## src/rtl/round_robin_port_priority_pkg.sv

```systemverilog
// Shared definitions for the round-robin port selector: index-width helper and reset selection.
package round_robin_port_priority_pkg;

   localparam int RESET_SEL = 0;

   // Index width for a given port count; never narrower than one bit.
   function automatic int calc_addr_width(input int count);
      if (count <= 2) return 1;
      return $clog2(count);
   endfunction

endpackage

```

## src/rtl/rr_rotate_priority_encoder.sv

```systemverilog
// Combinational round-robin search: rotate the eligible vector past the current
// selection, take the lowest set bit, and map it back to an absolute port index.
module rr_rotate_priority_encoder
   import round_robin_port_priority_pkg::*;
#(
   parameter int PORTCOUNT     = 4,
   parameter int PORTADDRWIDTH = 2
) (
   input  logic [PORTCOUNT-1:0]     ack_vector,
   input  logic [PORTADDRWIDTH-1:0] sel,
   output logic                     valid,
   output logic [PORTADDRWIDTH-1:0] next_sel
);

   localparam logic [PORTADDRWIDTH:0] PORT_LIMIT = (PORTADDRWIDTH+1)'(PORTCOUNT);

   logic [PORTADDRWIDTH:0]     shamt;
   logic [2*PORTCOUNT-1:0]     doubled;
   logic [PORTCOUNT-1:0]       rotated;
   logic [PORTADDRWIDTH:0]     lowest;
   logic [PORTADDRWIDTH:0]     sum;

   // One extra bit on the shift amount so sel = PORTCOUNT-1 rotates by a full PORTCOUNT.
   assign shamt   = {1'b0, sel} + (PORTADDRWIDTH+1)'(1);
   assign doubled = {ack_vector, ack_vector} >> shamt;
   assign rotated = doubled[PORTCOUNT-1:0];

   always_comb begin
      valid  = 1'b0;
      lowest = '0;
      // Descending scan so the lowest set bit is the last one written.
      for (int j = PORTCOUNT - 1; j >= 0; j--) begin
         if (rotated[j]) begin
            valid  = 1'b1;
            lowest = (PORTADDRWIDTH+1)'(j);
         end
      end
   end

   // shamt + lowest is below 2*PORTCOUNT, so a single conditional subtract is a full modulo.
   always_comb begin
      sum = shamt + lowest;
      if (sum >= PORT_LIMIT) begin
         sum = sum - PORT_LIMIT;
      end
      next_sel = sum[PORTADDRWIDTH-1:0];
   end

endmodule

```

## src/rtl/round_robin_port_priority.sv

```systemverilog
// Round-robin port selector: registered port index, rotating priority, hold when nothing is eligible.
module round_robin_port_priority
   import round_robin_port_priority_pkg::*;
#(
   parameter int PORTCOUNT     = 4,
   parameter int PORTADDRWIDTH = 2
) (
   input  logic                     clk,
   input  logic                     rst,
   input  logic                     clk_en,
   input  logic                     sync_rst,
   input  logic [PORTCOUNT-1:0]     PortACKVector,
   output logic [PORTADDRWIDTH-1:0] PortSelection
);

   generate
      if (PORTCOUNT < 2) begin : g_bad_count
         $error("round_robin_port_priority: PORTCOUNT must be at least 2");
      end
      if (PORTADDRWIDTH != calc_addr_width(PORTCOUNT)) begin : g_bad_width
         $error("round_robin_port_priority: PORTADDRWIDTH does not match PORTCOUNT");
      end
   endgenerate

   logic [PORTADDRWIDTH-1:0] sel;
   logic [PORTADDRWIDTH-1:0] next_sel;
   logic                     next_valid;

   rr_rotate_priority_encoder #(
      .PORTCOUNT     (PORTCOUNT),
      .PORTADDRWIDTH (PORTADDRWIDTH)
   ) u_encoder (
      .ack_vector (PortACKVector),
      .sel        (sel),
      .valid      (next_valid),
      .next_sel   (next_sel)
   );

   // No handshake: a fresh selection is taken on every enabled cycle with an eligible port.
   always_ff @(posedge clk or posedge rst) begin
      if (rst) begin
         sel <= PORTADDRWIDTH'(RESET_SEL);
      end else if (sync_rst) begin
         sel <= PORTADDRWIDTH'(RESET_SEL);
      end else if (clk_en && next_valid) begin
         sel <= next_sel;
      end
   end

   assign PortSelection = sel;

endmodule

```

## config.mk

```make
export PLATFORM = sky130hd
export DESIGN_NAME = round_robin_port_priority
export DESIGN_NICKNAME = d
export VERILOG_FILES = /design/src/rtl/round_robin_port_priority_pkg.sv /design/src/rtl/rr_rotate_priority_encoder.sv /design/src/rtl/round_robin_port_priority.sv
export SDC_FILE = /design/constraint.sdc
export NUM_CORES = 1
export LEC_CHECK = 0
export CORE_AREA = 4 4 41 43
export DETAILED_ROUTE_END_ITERATION = 16
export DIE_AREA = 0 0 45 47
export HOLD_SLACK_MARGIN = 0.02
export PLACE_DENSITY_LB_ADDON = 0.2
export SLEW_MARGIN = 5
export SYNTH_ARGS = -nofsm -noshare
export SYNTH_HDL_FRONTEND = slang
export SYNTH_HIERARCHICAL = 1
export SYNTH_SLANG_ARGS = --single-unit
```

## constraint.sdc

```tcl
create_clock -name clk -period 4.2 [get_ports clk]
set_clock_uncertainty 0.15 [all_clocks]
set_input_delay 0.42 -clock clk [delete_from_list [all_inputs] [get_ports clk]]
set_output_delay 0.42 -clock clk [all_outputs]
set_load 0.01 [all_outputs]
```

Yosys cells after proc, flatten, opt, wreduce, memory -nomap -nowiden
Index checks and enable logic that the tools add are counted.

word-level totals
  output and inout port bits = 2
  word-level logic and storage cells = 19
  register bits after elaboration = 2
  bits of input ports = 8

operators by class
  order comparisons = 1
  shift-type cells = 1
  $add $sub $neg = 3
  muxes and demuxes = 11
  reductions and logical operators = 2

operators with widths
  operator             count
  $mux 2               7
  $shr 8x3->4          1
  $mux 1               4
  $add 2x1->3 const B  1
  $add 3x2->3          1
  $ge 3x3->1 const B   1
  $reduce_bool 2->1    1
  $sub 2x1->2 const B  1
  $logic_and 1x1->1    1

Depth between registers and ports, before layout
  word-level depth = 11
  gate-level depth with buffers = 10
  mapped depth without buffers = 9

Modules after synthesis
Netlist, hierarchy kept.

by module, submodules not included
  module                      instances  sequential area each (µm²)  cells each  area each (µm²)
  rr_rotate_priority_encoder  1          0.0                         26          175.2
  round_robin_port_priority   1          50.0                        9           93.8

Worst setup path after synthesis
No wires, ideal clock.

  kind = reg2reg
  from = register sel[1] (netlist: PortSelection[1])
  to = register sel[1] (netlist: PortSelection[1])
  clock period less this slack = 1.873 ns
  path slack = 2.327 ns
  arrival time = 1.646 ns
  buffers on the path = 0
  data required time = 3.973 ns
  setup time = 0.077 ns
  cell stages (with the launch flop) = 9
  path through = dfrtp_1 or2b_1 o221ai_1 o21ai_0 ha_1 xnor2_1 xnor2_1 nand3_1 a21oi_1

on the way
  cells in the longest elaborated chain, start to end = 11
  elaborated cells between the ends (all ways) = 18
  those cells by class = add/sub: 3; order compare: 1; shift: 1; mux: 11; reduce/logical: 2

RTL lines
  element                                    line                                                                source
  start, declared                            round_robin_port_priority.sv:25                                     logic [PORTADDRWIDTH-1:0] sel;
  start signal, assigned                     round_robin_port_priority.sv:42                                     sel <= PORTADDRWIDTH'(RESET_SEL);
  start signal, assigned                     round_robin_port_priority.sv:44                                     sel <= PORTADDRWIDTH'(RESET_SEL);
  start signal, assigned                     round_robin_port_priority.sv:46                                     sel <= next_sel;
  $add 2x1->3 *                              rr_rotate_priority_encoder.sv:24                                    assign shamt = {1'b0, sel} + (PORTADDRWIDTH+1)'(1);
  $shr 8x3->4                                rr_rotate_priority_encoder.sv:25                                    assign doubled = {ack_vector, ack_vector} >> shamt;
  $mux 2 (4 in a row)                        rr_rotate_priority_encoder.sv:33                                    if (rotated[j]) begin
  $add 3x2->3 *                              rr_rotate_priority_encoder.sv:42                                    sum = shamt + lowest;
  $ge 3x3->1 or $sub 2x1->2 (tied branches)  rr_rotate_priority_encoder.sv:43, rr_rotate_priority_encoder.sv:44
  $mux 2 *                                   rr_rotate_priority_encoder.sv:43                                    if (sum >= PORT_LIMIT) begin
  net next_sel[1]                            round_robin_port_priority.sv:26                                     logic [PORTADDRWIDTH-1:0] next_sel;
  $mux 2 *                                   round_robin_port_priority.sv:45                                     end else if (clk_en && next_valid) begin
  $mux 2 *                                   round_robin_port_priority.sv:43                                     end else if (sync_rst) begin

Mark *: on every way through the listed nets, which the timed path passes. The rest lies on a longest branch. The select of a mux whose other input is x is not followed.
A chain may end at the register's enable or synchronous reset.

Worst setup path after layout
  from = input port PortACKVector[1]
  to = register sel[1] (netlist: PortSelection[1])

on the way
  cells in the longest elaborated chain, start to end = 10
  elaborated cells between the ends (all ways) = 17
  those cells by class = add/sub: 2; order compare: 1; shift: 1; mux: 11; reduce/logical: 2

RTL lines
  element                                    line                                                                source
  start, declared                            round_robin_port_priority.sv:12                                     input logic [PORTCOUNT-1:0] PortACKVector,
  $shr 8x3->4 *                              rr_rotate_priority_encoder.sv:25
  $mux 2 (3 in a row)                        rr_rotate_priority_encoder.sv:33
  $mux 2 *                                   rr_rotate_priority_encoder.sv:33
  $add 3x2->3 *                              rr_rotate_priority_encoder.sv:42
  $ge 3x3->1 or $sub 2x1->2 (tied branches)  rr_rotate_priority_encoder.sv:43, rr_rotate_priority_encoder.sv:44
  $mux 2 *                                   rr_rotate_priority_encoder.sv:43
  net next_sel[1]                            round_robin_port_priority.sv:26
  $mux 2 *                                   round_robin_port_priority.sv:45
  $mux 2 *                                   round_robin_port_priority.sv:43

Marks and branches as above.

==> flow_metrics.py <==
metrics = {
    "die": {
        "die-area_um2": 2120,
        "coreArea_um2": 1300,
        "rows": 13,
        "chipWidth_um": 45,
        "pin_count": 10,
        "die-height_um": 47,
        "initial_core_util_pct": 20.7,
    },
    "drt": {
        "top_layer_used": "met3",
        "drc": 0,
        "drt-initial-drc-count": 14,
        "drtAntennaViolNets": 0,
        "wl_um": 640,
        "vias": 298,
        "wl_met3_um": 56,
        "first_pass_iters": 4,
        "wl_met2_um": 272,
        "wl_met1_um": 311,
        "routedWlPerCell_um": 10.5,
        "avgViaCountPerCell": 4.89,
    },
    "setup_path": {
        "r2r_end": "PortSelection[1]$_DFFE_PP0P_",
        "path_max_fanout": 6,
        "crit_path_top_delay_cell": "clkdlybuf4s50_1",
        "crit_start": "PortACKVector[1]",
        "path_cells": "clkdlybuf4s50_1 -> inv_1 -> a2bb2oi_1 -> o221ai_1 -> o21ai_0 -> ha_1 -> xnor2_1 -> xnor2_1 -> nand3_1 -> a21oi_1",
        "reg2reg_depth": 8,
        "slowest_delay_ns": 0.58,
        "reg2reg_from": "PortSelection[1]$_DFFE_PP0P_",
        "crit_end": "PortSelection[1]$_DFFE_PP0P_",
        "critPathKind": "primary input to flip-flop",
        "worstSetupStartpointType": "primary input",
        "crit_required_ns": 4.20,
        "cpMostUsedCell": "xnor2_1",
        "endpoint_kind": "flip-flop",
        "crit_arrival_ns": 2.20,
        "rrSetupSlack_ns": 2.22,
    },
    "logic_synthesis": {
        "netlist_instances": 35,
        "avgSynthCellArea_um2": 7.69,
        "synth_xor_area_share_pct": 6.51,
        "synth_top_family_by_area": "compound AO/OA/AOI/OAI gates",
        "synth-seq-area-share_pct": 18.6,
        "ys_top_cells_by_area": "dfrtp_1 (19%), a21bo_1 (7.4%), inv_1 (7.0%), xnor2_1 (6.5%), a21oi_1 (5.6%)",
        "synthSimpleGateAreaFrac_pct": 23.7,
        "synth_top_area_cell": "dfrtp_1",
        "syn_nets": 44,
        "yosysWarnings": 6,
        "synthMuxAreaShare_pct": 3.72,
        "synth_seq_cells": 2,
        "synthAdderAreaFrac_pct": 4.65,
        "synth_top_area_share_pct": 18.6,
        "mappedNetlistArea_um2": 269,
        "synth-compound-area-share_pct": 34.0,
        "synth_cell_types": 22,
    },
    "placed_design": {
        "hpwlAfterDp_um": 479,
        "io_buffers": 9,
        "dpl.cell_count": 58,
        "place_congestion": 0.742,
        "placed_area_um2": 373,
    },
    "power": {
        "p_leak_nw": 0.156,
        "power_density_nw_per_um2": 321,
        "total_power_mw": 0.127,
        "peakVddDrop_uv": 114,
    },
    "cts": {
        "clock_sinks": 2,
        "numCtsBuffers": 3,
        "tritoncts": "yes",
        "h-tree-depth": 1,
        "clk_pin_slew_ns": 0.03,
        "root_buffer": "clkbuf_4",
        "post_cts_buffers": 0,
        "post_cts_resized": 0,
        "hold_buffers": 0,
        "clockBufferDepth": 2,
        "clk_latency_ns": 0.22,
    },
    "global_route": {
        "antenna_found_initial": 0,
        "grt_overflow": 0,
        "grt_pass1_vias": 243,
        "grt_max_degree": 10,
        "grt_pass1_wl_um": 1000,
        "grt_use_total_pct": 6.95,
    },
    "finish": {
        "design_area_um2": 395,
        "final_cells": 61,
        "multi_input_area_um2": 195,
        "fill_cells": 161,
        "mostFrequentLayoutCell": "clkdlybuf4s50_1",
        "diodes": 0,
        "fin_nets": 57,
        "seq_area_um2": 50.0,
        "fin_util_pct": 30.4,
        "final_cell_mix": "clkdlybuf4s50_1 (9), inv_1 (5), a21oi_1 (3), clkbuf_4 (3)",
        "area_delta_synth_final_pct": 47.0,
        "drive_above_1_share_pct": 8.70,
        "largest_reg_flops": 2,
    },
    "timing": {
        "hold_viol": 0,
        "fin_tns_setup_ns": 0,
        "drv_slew": 0,
        "max_clock_freq_mhz": 453,
        "grt_setup_unrepaired": "no",
        "finalSetupViolations": 0,
        "fin_crit_sh_pct": 52.6,
        "worst_slew_pin_slew_ns": 0.272,
        "relSlewSlack_pct": 81.8,
        "post-route-min-period_ns": 2.21,
    },
    "run_status": {
        "status": "finished, final reports clean",
    },
    "run": {
        "cap_violations": 0,
    },
    "worst_hold_path": {
        "hold_class": "primary input to asynchronous set/reset pin",
    },
}
## per-stage QoR
stage | setup WS, ns | hold slack, ns
3_3_place_gp | 1.76 | 0.430
2_1_floorplan | 2.33 | 0.0112
3_5_place_dp | 1.77 | 0.430
5_1_grt | 1.76 | 0.198
4_1_cts | 2.00 | 0.193
6_report | 1.99 | 0.199
## power by group
group / leakage [nW] / switching, mW / internal (mW) / total, mW
registers: 0.0266 / 0.00778 / 0.0227 / 0.0305
logic: 0.115 / 0.0224 / 0.0324 / 0.0548
clock network: 0.0138 / 0.0102 / 0.0315 / 0.0417
total: 0.156 / 0.0404 / 0.0865 / 0.127
## cell type report
type,instances,share of cell area (%)
tap,15,4.75
inverter,5,4.75
timing repair buffer,9,22.8
sequential,2,12.7
clock buffer,3,5.70
multi-input combinational,27,49.4
## worst min path at each step
stage	to	slack, ns	depth (start not counted)
6_report	PortSelection[1]$_DFFE_PP0P_	0.20	2
5_1_grt	PortSelection[1]$_DFFE_PP0P_	0.20	2
4_1_cts	PortSelection[1]$_DFFE_PP0P_	0.19	2
3_5_place_dp	PortSelection[1]$_DFFE_PP0P_	0.43	2
3_3_place_gp	PortSelection[1]$_DFFE_PP0P_	0.43	2
2_1_floorplan	PortSelection[0]$_DFFE_PP0P_	0.01	1
## synth_stat cells
library cell	number
nor3_1	2
nand3_1	2
a311oi_2	1
a21oi_1	3
o221ai_1	1
mux2i_1	1
a21bo_1	2
xnor2_1	2
buf_2	1
or3b_1	1
o22ai_1	1
or2b_1	1
nor2b_1	2
dfrtp_1	2
nand2_1	2
o21ai_0	1
o21ai_1	1
o21a_1	1
inv_1	5
ha_1	1
a2bb2oi_1	1
or4_1	1
## kinds of logic after synthesis
family / after synthesis
AND/OR/NAND/NOR: 11
buffers and inverters: 6
AO/OA/AOI/OAI: 12
multiplexers: 1
XOR/XNOR: 2
flip-flops: 2
adder cells (fa/ha/maj): 1
## worst max-delay path, delay by kind of cell
| kind | cells | cell delay (ns) |
|---|---|---|
| buffers and inverters | 2 | 0.67 |
| AO/OA/AOI/OAI | 4 | 0.54 |
| XOR/XNOR | 2 | 0.29 |
| adder cells (fa/ha/maj) | 1 | 0.20 |
| AND/OR/NAND/NOR | 1 | 0.08 |
## layer usage
| metal | GRT usage (%) | vias to the layer above |
|---|---|---|
| met2 | 8.76 | 15 |
| met5 | 0 | - |
| met3 | 5.75 | 0 |
| li1 | - | 149 |
| met4 | 1.75 | 0 |
| met1 | 8.84 | 134 |
Note: power is estimated with default switching activity, not from simulation.
